### src/rtl/c_join_ctrl.sv
// Clocked C-element join: waits for every synchronized producer request, raises one joined
// request, broadcasts the acknowledge back and completes return-to-zero. Optional watchdog: C_JOIN_TIMEOUT_EN.
module c_join_ctrl #(
    parameter int IN_NUM         = 2,
    parameter int SYNC_STAGES    = 2,
    parameter int CNT_W          = 16,
    parameter int TIMEOUT_CYCLES = 1024
) (
    input  logic              clk,
    input  logic              rst,
    input  logic [IN_NUM-1:0] in_req,
    output logic [IN_NUM-1:0] in_ack,
    output logic              out_req,
    input  logic              out_ack,
    input  logic              clr_err,
    output logic              busy,
    output logic [CNT_W-1:0]  txn_cnt,
    output logic              err_proto,
    output logic              err_timeout
);

    if (IN_NUM < 2 || SYNC_STAGES < 2 || CNT_W < 1 || TIMEOUT_CYCLES < 1) begin : g_param_check
        $error("c_join_ctrl: illegal parameter combination");
    end

    typedef enum logic [1:0] {
        S_IDLE = 2'd0,
        S_REQ  = 2'd1,
        S_RTZ  = 2'd2
`ifdef C_JOIN_TIMEOUT_EN
        , S_ERR = 2'd3
`endif
    } state_t;

    // Stage 0 takes the raw input; the last stage is the only copy the FSM looks at.
    logic [SYNC_STAGES-1:0][IN_NUM-1:0] r_req_sync;
    logic [SYNC_STAGES-1:0]             r_ack_sync;
    logic [IN_NUM-1:0]                  w_rq;
    logic                               w_ak;

    state_t            r_state, w_state_next;
    logic [IN_NUM-1:0] r_seen, w_seen_next;
    logic              r_out_req, w_out_req_next;
    logic              r_in_ack, w_in_ack_next;
    logic              r_busy, w_busy_next;
    logic [CNT_W-1:0]  r_txn_cnt, w_txn_cnt_next;
    logic              r_err_proto, w_err_proto_next;
    logic              w_proto_set;

`ifdef C_JOIN_TIMEOUT_EN
    localparam int WD_W = $clog2(TIMEOUT_CYCLES + 1);
    logic [WD_W-1:0] r_wd, w_wd_next;
    logic            w_wd_hit;
    logic            r_err_timeout, w_err_timeout_next;
    logic            w_to_set;
`endif

    assign w_rq = r_req_sync[SYNC_STAGES-1];
    assign w_ak = r_ack_sync[SYNC_STAGES-1];

    always_ff @(posedge clk or negedge rst) begin
        if (!rst) begin
            r_req_sync <= '0;
            r_ack_sync <= '0;
        end else begin
            r_req_sync <= {r_req_sync[SYNC_STAGES-2:0], in_req};
            r_ack_sync <= {r_ack_sync[SYNC_STAGES-2:0], out_ack};
        end
    end

`ifdef C_JOIN_TIMEOUT_EN
    assign w_wd_hit = (r_wd == WD_W'(TIMEOUT_CYCLES - 1));
`endif

    always_comb begin
        w_state_next   = r_state;
        w_seen_next    = r_seen;
        w_out_req_next = r_out_req;
        w_in_ack_next  = r_in_ack;
        w_txn_cnt_next = r_txn_cnt;
        w_proto_set    = 1'b0;
`ifdef C_JOIN_TIMEOUT_EN
        w_to_set       = 1'b0;
`endif
        case (r_state)
            S_IDLE: begin
                // A producer that withdraws leaves seen in step with rq, so the error fires once.
                w_seen_next = w_rq;
                if ((|(r_seen & ~w_rq)) || w_ak) begin
                    w_proto_set = 1'b1;
                end
                if (&w_rq) begin
                    w_state_next   = S_REQ;
                    w_out_req_next = 1'b1;
                end
            end
            S_REQ: begin
                if (!(&w_rq)) begin
                    w_proto_set = 1'b1;
                end
                if (w_ak) begin
                    w_out_req_next = 1'b0;
                    w_in_ack_next  = 1'b1;
                    w_state_next   = S_RTZ;
                end
`ifdef C_JOIN_TIMEOUT_EN
                else if (w_wd_hit) begin
                    w_out_req_next = 1'b0;
                    w_to_set       = 1'b1;
                    w_state_next   = S_ERR;
                end
`endif
            end
            S_RTZ: begin
                if (!w_ak && (w_rq == '0)) begin
                    w_in_ack_next  = 1'b0;
                    w_seen_next    = '0;
                    w_txn_cnt_next = r_txn_cnt + CNT_W'(1);
                    w_state_next   = S_IDLE;
                end
`ifdef C_JOIN_TIMEOUT_EN
                else if (w_wd_hit) begin
                    w_in_ack_next = 1'b0;
                    w_to_set      = 1'b1;
                    w_state_next  = S_ERR;
                end
`endif
            end
`ifdef C_JOIN_TIMEOUT_EN
            S_ERR: begin
                if (clr_err && !w_ak && (w_rq == '0)) begin
                    w_seen_next  = '0;
                    w_state_next = S_IDLE;
                end
            end
`endif
            default: begin
                w_state_next   = S_IDLE;
                w_out_req_next = 1'b0;
                w_in_ack_next  = 1'b0;
                w_seen_next    = '0;
            end
        endcase

        w_busy_next      = (w_state_next != S_IDLE);
        w_err_proto_next = w_proto_set | (r_err_proto & ~clr_err);
    end

`ifdef C_JOIN_TIMEOUT_EN
    // Any state change restarts the watchdog, which covers entry into REQ and RTZ.
    always_comb begin
        w_wd_next = r_wd;
        if (w_state_next != r_state) begin
            w_wd_next = '0;
        end else if ((r_state == S_REQ) || (r_state == S_RTZ)) begin
            w_wd_next = r_wd + WD_W'(1);
        end
        w_err_timeout_next = w_to_set | (r_err_timeout & ~clr_err);
    end

    always_ff @(posedge clk or negedge rst) begin
        if (!rst) begin
            r_wd          <= '0;
            r_err_timeout <= 1'b0;
        end else begin
            r_wd          <= w_wd_next;
            r_err_timeout <= w_err_timeout_next;
        end
    end

    assign err_timeout = r_err_timeout;
`else
    assign err_timeout = 1'b0;
`endif

    always_ff @(posedge clk or negedge rst) begin
        if (!rst) begin
            r_state     <= S_IDLE;
            r_seen      <= '0;
            r_out_req   <= 1'b0;
            r_in_ack    <= 1'b0;
            r_busy      <= 1'b0;
            r_txn_cnt   <= '0;
            r_err_proto <= 1'b0;
        end else begin
            r_state     <= w_state_next;
            r_seen      <= w_seen_next;
            r_out_req   <= w_out_req_next;
            r_in_ack    <= w_in_ack_next;
            r_busy      <= w_busy_next;
            r_txn_cnt   <= w_txn_cnt_next;
            r_err_proto <= w_err_proto_next;
        end
    end

    assign in_ack    = {IN_NUM{r_in_ack}};
    assign out_req   = r_out_req;
    assign busy      = r_busy;
    assign txn_cnt   = r_txn_cnt;
    assign err_proto = r_err_proto;

endmodule

### config.mk
export PLATFORM = sky130hd
export DESIGN_NAME = c_join_ctrl
export DESIGN_NICKNAME = d
export VERILOG_FILES = /design/src/rtl/c_join_ctrl.sv
export SDC_FILE = /design/constraint.sdc
export NUM_CORES = 1
export LEC_CHECK = 0
export CORE_MARGIN = 2
export CORE_UTILIZATION = 65
export DETAILED_ROUTE_END_ITERATION = 10
export DONT_BUFFER_PORTS = 1
export GPL_TIMING_DRIVEN = 0
export MAX_ROUTING_LAYER = met4
export PLACE_DENSITY_LB_ADDON = 0.12
export SLEW_MARGIN = 40
export SYNTH_ARGS = -nofsm -noshare
export SYNTH_HDL_FRONTEND = slang
export SYNTH_SLANG_ARGS = --single-unit
### constraint.sdc
create_clock -name clk -period 2.9 [get_ports clk]
set_input_delay 0.87 -clock clk [delete_from_list [all_inputs] [get_ports clk]]
set_output_delay 0.87 -clock clk [all_outputs]
set_load 0.02 [all_outputs]
* Word-level counts from Yosys, hierarchy flattened
Index checks and enable logic that the tools add are counted.
** Storage, ports and cells
- Register bits :: 30
- Input bits :: 6
- Output and inout bits :: 22
- Logic and storage cells :: 51
** Operators by class
- Add/subtract/negate cells :: 1
- Eq/ne operators :: 5
- Multiplexer cells :: 15
- Bitwise gates (word level) :: 8
- Reductions and logical operators :: 12
** Operators by type and width (count)
- 16-bit by 1-bit adder with 16-bit output (second input constant) :: 1
- 2-bit one-hot mux with 3 select lines :: 2
- 2-bit two-way mux :: 4
- 1-bit two-way mux :: 6
- 2-bit inequality test (second input constant) :: 3
- 1-bit one-hot mux with 3 select lines :: 2
- 2-bit AND reduction :: 3
- 3-bit AND reduction :: 2
- 2-bit logical NOT :: 2
- 1-bit inverter :: 4
- 2-bit bitwise AND :: 1
- 2-bit by 1-bit equality test with 1-bit output (second input constant) :: 1
- 2-bit equality test (second input constant) :: 1
- 2-bit inverter :: 1
- 1-bit one-hot mux with 2 select lines :: 1
- 2-bit nonzero test :: 1
- 2-bit OR reduction :: 1
- 1-bit bitwise AND :: 1
- 1-bit logical AND :: 1
- 1-bit logical NOT :: 1
- 1-bit logical OR :: 1
- 1-bit bitwise OR :: 1

* Depth between registers and ports, before layout
Gate-level depths: netlist of the first run.
- Depth after elaboration :: 7
- Depth in mapped cells :: 6
- Mapped depth without buffers :: 4

* Worst setup path before layout of the first run
Ideal clock, no wire load.
- Path kind :: register to register
- From :: register r_txn_cnt[2], in the netlist txn_cnt[2]
- To :: register r_txn_cnt[12], in the netlist txn_cnt[12]
- Setup time :: 0.130 ns
- Arrival :: 1.296 ns
- Data required time :: 2.770 ns
- Path slack :: 1.475 ns
- Stages on the path, launching flop included :: 6
- Buffers on the path :: 1
- Period minus slack after synthesis :: 1.425 ns
- Cells stage by stage :: dfrtp_1 -> and4_1 -> and3_1 -> buf_2 -> nand4_1 -> xnor2_1
** Between the ends
- Cells in the longest elaborated chain, start to end :: 1
** RTL lines
- start: declaration :: line 46 : logic [CNT_W-1:0] r_txn_cnt, w_txn_cnt_next;
- start signal: assignment :: line 191 : r_txn_cnt <= w_txn_cnt_next;
- 16-bit by 1-bit adder with 16-bit output :: line 118 : w_txn_cnt_next = r_txn_cnt + CNT_W'(1);
Every way passes these cells.
A chain may end at the register's enable or synchronous reset.

* Worst setup path in the final report of the first run
- From :: register r_in_ack
- To :: output port in_ack[0]
** RTL lines
- start: declaration :: line 44 : logic r_in_ack, w_in_ack_next;
- start signal: assignment :: line 189 : r_in_ack <= w_in_ack_next;
- end: declaration :: line 12 : output logic [IN_NUM-1:0] in_ack,
No word-level cell between the ends.

==> results of run 1 <==
[kinds of logic after synthesis]
kind of cell	count (synthesis)
compound gates	14
buf+inv	14
mux	3
simple gates	39
fa+ha+maj	1
xor+xnor	15
flops	30
other cells	1
[layout by cell type, fill, tap and decap left out, drive strengths merged, types with 4 or more instances in the layout]
| master | n |
|---|---|
| nand4 | 4 |
| nor2 | 11 |
| dfrtp | 30 |
| xnor2 | 12 |
| nand2 | 6 |
| nand3 | 6 |
| inv | 4 |
| clkbuf | 8 |
| and3 | 5 |
| buf | 9 |
[state kept, by name, summed over array words and instances, names as in the netlist]
| signal | flops |
|---|---|
| busy | 1 |
| err_proto | 1 |
| out_req | 1 |
| r_ack_sync | 2 |
| r_in_ack | 1 |
| r_req_sync | 2 |
| r_seen | 2 |
| r_state | 2 |
| txn_cnt | 16 |
| w_rq | 2 |
[cell type report]
class / count / area (µm²)
Fill cell: 151 / 532
Clock buffer: 7 / 45.0
Buffer: 10 / 63.8
Sequential cell: 30 / 751
Inverter: 4 / 15.0
Multi-Input combinational cell: 73 / 482
Tap cell: 27 / 33.8
[per-stage QoR]
step                instance area, µm²  utilization, %
floorplan                         1310               -
global placement                  1350            70.0
detailed placement                1350            70.0
CTS                               1390            72.3
global route                      1390            72.3
finish                            1390            72.3
[worst paths after layout]
kind,startpoint,end,slack (ns),cells after the start
setup / recovery,r_in_ack$_DFFE_PN0P_,in_ack[0],1.14,1
hold / removal,rst,r_seen[0]$_DFFE_PN0P_,0.23,0
setup reg to reg,r_ack_sync[1]$_DFF_PN0_,txn_cnt[12]$_DFFE_PN0P_,1.27,5
hold reg to reg,r_ack_sync[0]$_DFF_PN0_,r_ack_sync[1]$_DFF_PN0_,0.34,0
max in group asynchronous,rst,w_rq[1]$_DFF_PN0_,2.58,0
min in group clk,r_ack_sync[0]$_DFF_PN0_,r_ack_sync[1]$_DFF_PN0_,0.34,0
[power by group through the flow]
stage               Combinational [µW]  Clock (µW)  Sequential, µW
floorplan                          182           0             588
global placement                   200           0             599
detailed placement                 211           0             601
CTS                                211         228             592
global route                       236         242             607
finish                             210         217             592
[layer usage]
metal,GRT usage (%),vias up,part of all wire (%)
met1,23.9,405,43
met2,32.6,36,47
li1,-,404,-
met4,14.3,0,2.8
met5,-,-,0
met3,7.98,8,7.6
==> impl_metrics.tcl, run 1 <==
set metrics [dict create \
    first_pass_iters 7 \
    cts_resized 0 \
    cts_root_buf "clkbuf_4" \
    yosysTopAreaCell "dfrtp_1" \
    maxSlewViolCount 0 \
    switchingPower_uw 344 \
    muxShareOfSynthArea_pct 2.39 \
    rsz0062_at_grt "no" \
    crit_path_top_delay_cell "dfrtp_1" \
    finalPower_uw 1020 \
    power.share.clock_pct 21.3 \
    core_mm2 0.00192 \
    final_cells 151 \
    p_per_area_mw_per_mm2 733 \
    die_x_um 48.9 \
    nNetsFinal 131 \
    numCtsBuffers 5 \
    insertion_delay_ns 0.32 \
    arrival_ns 0.89 \
    synthSimpleGateAreaFrac_pct 16.1 \
    place_inst 144 \
    synth_area_mm2 0.00131 \
    p_seq_share_pct 58.1 \
    status "complete, no violations" \
    drive_gt1_share_pct 12.1 \
    worstPathCellList "buf_4" \
    fmax_ghz 0.568 \
    grt_overflow 0 \
    htree_num_levels 2 \
    max_cap_viol_count 0 \
    num_antenna_cells 0 \
    startpoint_type "flop" \
    ant_nets 0 \
    drtIter0Drc 5 \
    grt_pass1_wl_um 3710 \
    synth_async_sr_flop_share_pct 100 \
    grt_usage_pct 21.6 \
    syn_avg_cell_area_um2 11.2 \
    cts_setup_buffers 0 \
    ys_types 29 \
    fin_crit_ns 1.76 \
    drc 0 \
    finalSetupViolCount 0 \
    worst-path-max-fanout 3 \
    synth_cells 117 \
    io_pins 28 \
    hold_buffers 0 \
    synth_edf_count 0 \
    fin_crit_sh_pct 60.7 \
    synth_xor_area_share_pct 10.0 \
    cts_buffer_depth 2 \
    yosys.area.top_type_share_pct 57.3 \
    max_stage_delay_ns 0.40 \
    hpwl_um 1440 \
    syn_to_final_growth_pct 6.01 \
    worst_setup_path_end_kind "output pin" \
    crit_buf_inv 1 \
    io_buffers 0 \
    final_hold_viol_count 0 \
    netlist_top_cells_count "dfrtp_1, xnor2_1, nor2_1" \
    hold_path.class "input port to asynchronous set/reset pin" \
    synth_top_family_by_area "simple AND/OR/NAND/NOR gates" \
    die_h_um 48.9 \
    combPwrFrac_pct 20.6 \
    wl_per_cell_um 13.9 \
    yosysWarnings 0 \
    clkTransAtPathRegs_ns 0.09 \
    pre_cts_ws_ns 1.29 \
    grt_pass1_vias 855 \
    yosys-top-cells-area "dfrtp_1, xnor2_1, nor2_1" \
    p_leak_uw 0.000661 \
    place.gp.congestion 0.797 \
    cts_tree "built" \
    antenna_found_initial 0 \
    synthesis.nets 124 \
    intPower_uw 675 \
    synthAdderAreaFrac_pct 0.954 \
    crit_type "flop to output pin" \
    start_util_pct 68.2 \
    whs_ns 0.229 \
    yosysMostFrequentCell "dfrtp_1" \
    rows 16 \
    path_delay_family "flip-flops" \
    swShare_pct 33.8 \
    fin_skew_ns 0.0135 \
    irDropWorstVdd_v 0.000580 \
    via_per_inst 5.65 \
    synth-seq-area-share_pct 57.3 \
    ys_dominant_reg_cell "dfrtp_1" \
    synth_compound_area_share_pct 6.97 \
    dr_total_vias 853 \
    grt_max_degree 31 \
    worstPathRequired_ns 2.03 \
    synth-seq-cells 30 \
    cts_sinks 30 \
    die_area_mm2 0.00239 \
    timing.final.ws_setup_ns 1.14 \
    tns_ns 0 \
    drt_wl_total_um 2090 \
]
(Power assumes the default switching activity.)
==> inputs of run 2 (changes only) <==
- CORE_UTILIZATION: 65 -> 60
- clock period: 2.9 -> 1.8 ns (I/O delays scaled with it)
==> impl_metrics.tcl, run 2 (synthesis results as in run 1) <==
set metrics [dict create \
    largest_reg_flops 16 \
    worst_setup_path_end_kind "flop" \
    seqCellArea_um2 751 \
    first_pass_iters 4 \
    grt_max_degree 31 \
    drive_gt1_share_pct 15.1 \
    status "complete, no violations" \
    dr_total_vias 856 \
    final_hold_viol_count 0 \
    cts_resized 0 \
    p_leak_uw 0.000689 \
    drt_wl_total_um 2090 \
    die_x_um 50.8 \
    die_area_mm2 0.00258 \
    via_per_inst 5.59 \
    crit_type "flop to flop" \
    antenna_found_initial 0 \
    start_util_pct 65.5 \
    rr_worst_depth 5 \
    wl_per_cell_um 13.6 \
    rows 16 \
    finalSetupViolCount 0 \
    fmax_ghz 0.625 \
    irDropWorstVdd_v 0.000977 \
    mostFrequentLayoutCells "dfrtp_1, xnor2_1, nor2_1" \
    die_h_um 50.8 \
    cts_sinks 30 \
    insertion_delay_ns 0.33 \
    io_buffers 0 \
    fin_skew_ns 0.0108 \
    hpwl_um 1380 \
    tns_ns 0 \
    placed_area_mm2 0.00135 \
    core_mm2 0.00200 \
    p_per_area_mw_per_mm2 1250 \
    htree_num_levels 2 \
    layout_commonest_cell "dfrtp_1" \
    grt_pass1_wl_um 3550 \
    fin_crit_sh_pct 88.9 \
    maxSlewViolCount 0 \
    max_cap_viol_count 0 \
    nNetsFinal 132 \
    place.gp.congestion 0.828 \
    nFillCells 148 \
    drc 0 \
    io_pins 28 \
    num_antenna_cells 0 \
    multi_input_comb_area_um2 482 \
    worstPathRequired_ns 2.01 \
    syn_to_final_growth_pct 10.1 \
    rsz0062_at_grt "no" \
    hold_path.class "input port to asynchronous set/reset pin" \
    startpoint_type "flop" \
    cts_tree "built" \
    fin_crit_ns 1.60 \
    numCtsBuffers 5 \
    ant_nets 0 \
    grt_pass1_vias 805 \
    cts_root_buf "clkbuf_4" \
    post-route-util_pct 72.1 \
    grt_usage_pct 19.7 \
    cts_buffer_depth 2 \
    arrival_ns 1.81 \
    grt_overflow 0 \
    clkTransAtPathRegs_ns 0.09 \
    final_area_mm2 0.00144 \
    drtIter0Drc 7 \
    worst-path-max-fanout 7 \
]
[run 2: routing by layer]
metal | global-route usage, % | part of all wire [%] | vias up
met5 | - | 0 | -
met4 | 8.11 | 1.3 | 0
met3 | 9.82 | 7.7 | 4
met2 | 28.5 | 46 | 30
met1 | 23.5 | 45 | 413
li1 | - | - | 409
[run 2: report_power, final]
group / leakage, µW / internal [µW] / switching, µW / total [µW]
combinational: 0.000261 / 158 / 194 / 351
clock: 0.0000446 / 267 / 232 / 499
sequential: 0.000384 / 787 / 172 / 959
total: 0.000689 / 1210 / 598 / 1810
[run 2: through the flow]
| stage | hold WS, ns | cells | total power [µW] | setup slack (ns) |
|---|---|---|---|---|
| after floorplan | 0.244 | 117 | 1240 | 0.375 |
| after global placement | 0.245 | 144 | 1290 | 0.245 |
| after detailed placement | 0.245 | 144 | 1310 | 0.207 |
| after CTS | 0.0144 | 153 | 1820 | 0.191 |
| after global routing | 0.0123 | 153 | 1930 | 0.0884 |
| final | 0.0207 | 153 | 1810 | 0.201 |
[run 2: path summary, 6_finish.rpt]
kind                                          from                 endpoint  slack, ns
setup / recovery           r_ack_sync[1]$_DFF_PN0_  txn_cnt[10]$_DFFE_PN0P_       0.20
hold / removal                                 rst      err_proto$_DFF_PN0_       0.02
setup reg to reg           r_ack_sync[1]$_DFF_PN0_  txn_cnt[10]$_DFFE_PN0P_       0.20
hold reg to reg            r_req_sync[0]$_DFF_PN0_        w_rq[0]$_DFF_PN0_       0.35
max in group asynchronous                      rst  r_req_sync[0]$_DFF_PN0_       1.61
min in group clk                           out_ack  r_ack_sync[0]$_DFF_PN0_       0.24
[run 2: worst max-delay path, stage by stage (launching register included)]
cell and delay [ns]:
dfrtp_1 0.49, nor3_4 0.34, and3_1 0.21, buf_2 0.19, nand4_1 0.12, xnor2_1 0.15
[run 2: cell type report]
| class | instances | share of cell area, % |
|---|---|---|
| flip-flops and latches | 30 | 52.0 |
| clock buffers | 8 | 5.46 |
| multi-input cells | 73 | 33.4 |
| plain buffers | 10 | 4.42 |
| well taps | 27 | 2.34 |
| repair buffers | 1 | 1.39 |
| inverters | 4 | 1.04 |
[run 2: repair_timing]
action / CTS / global route
hold endpoints to repair: 30 / 0
hold buffers: 1 / 0
buffers inserted: 0 / 0
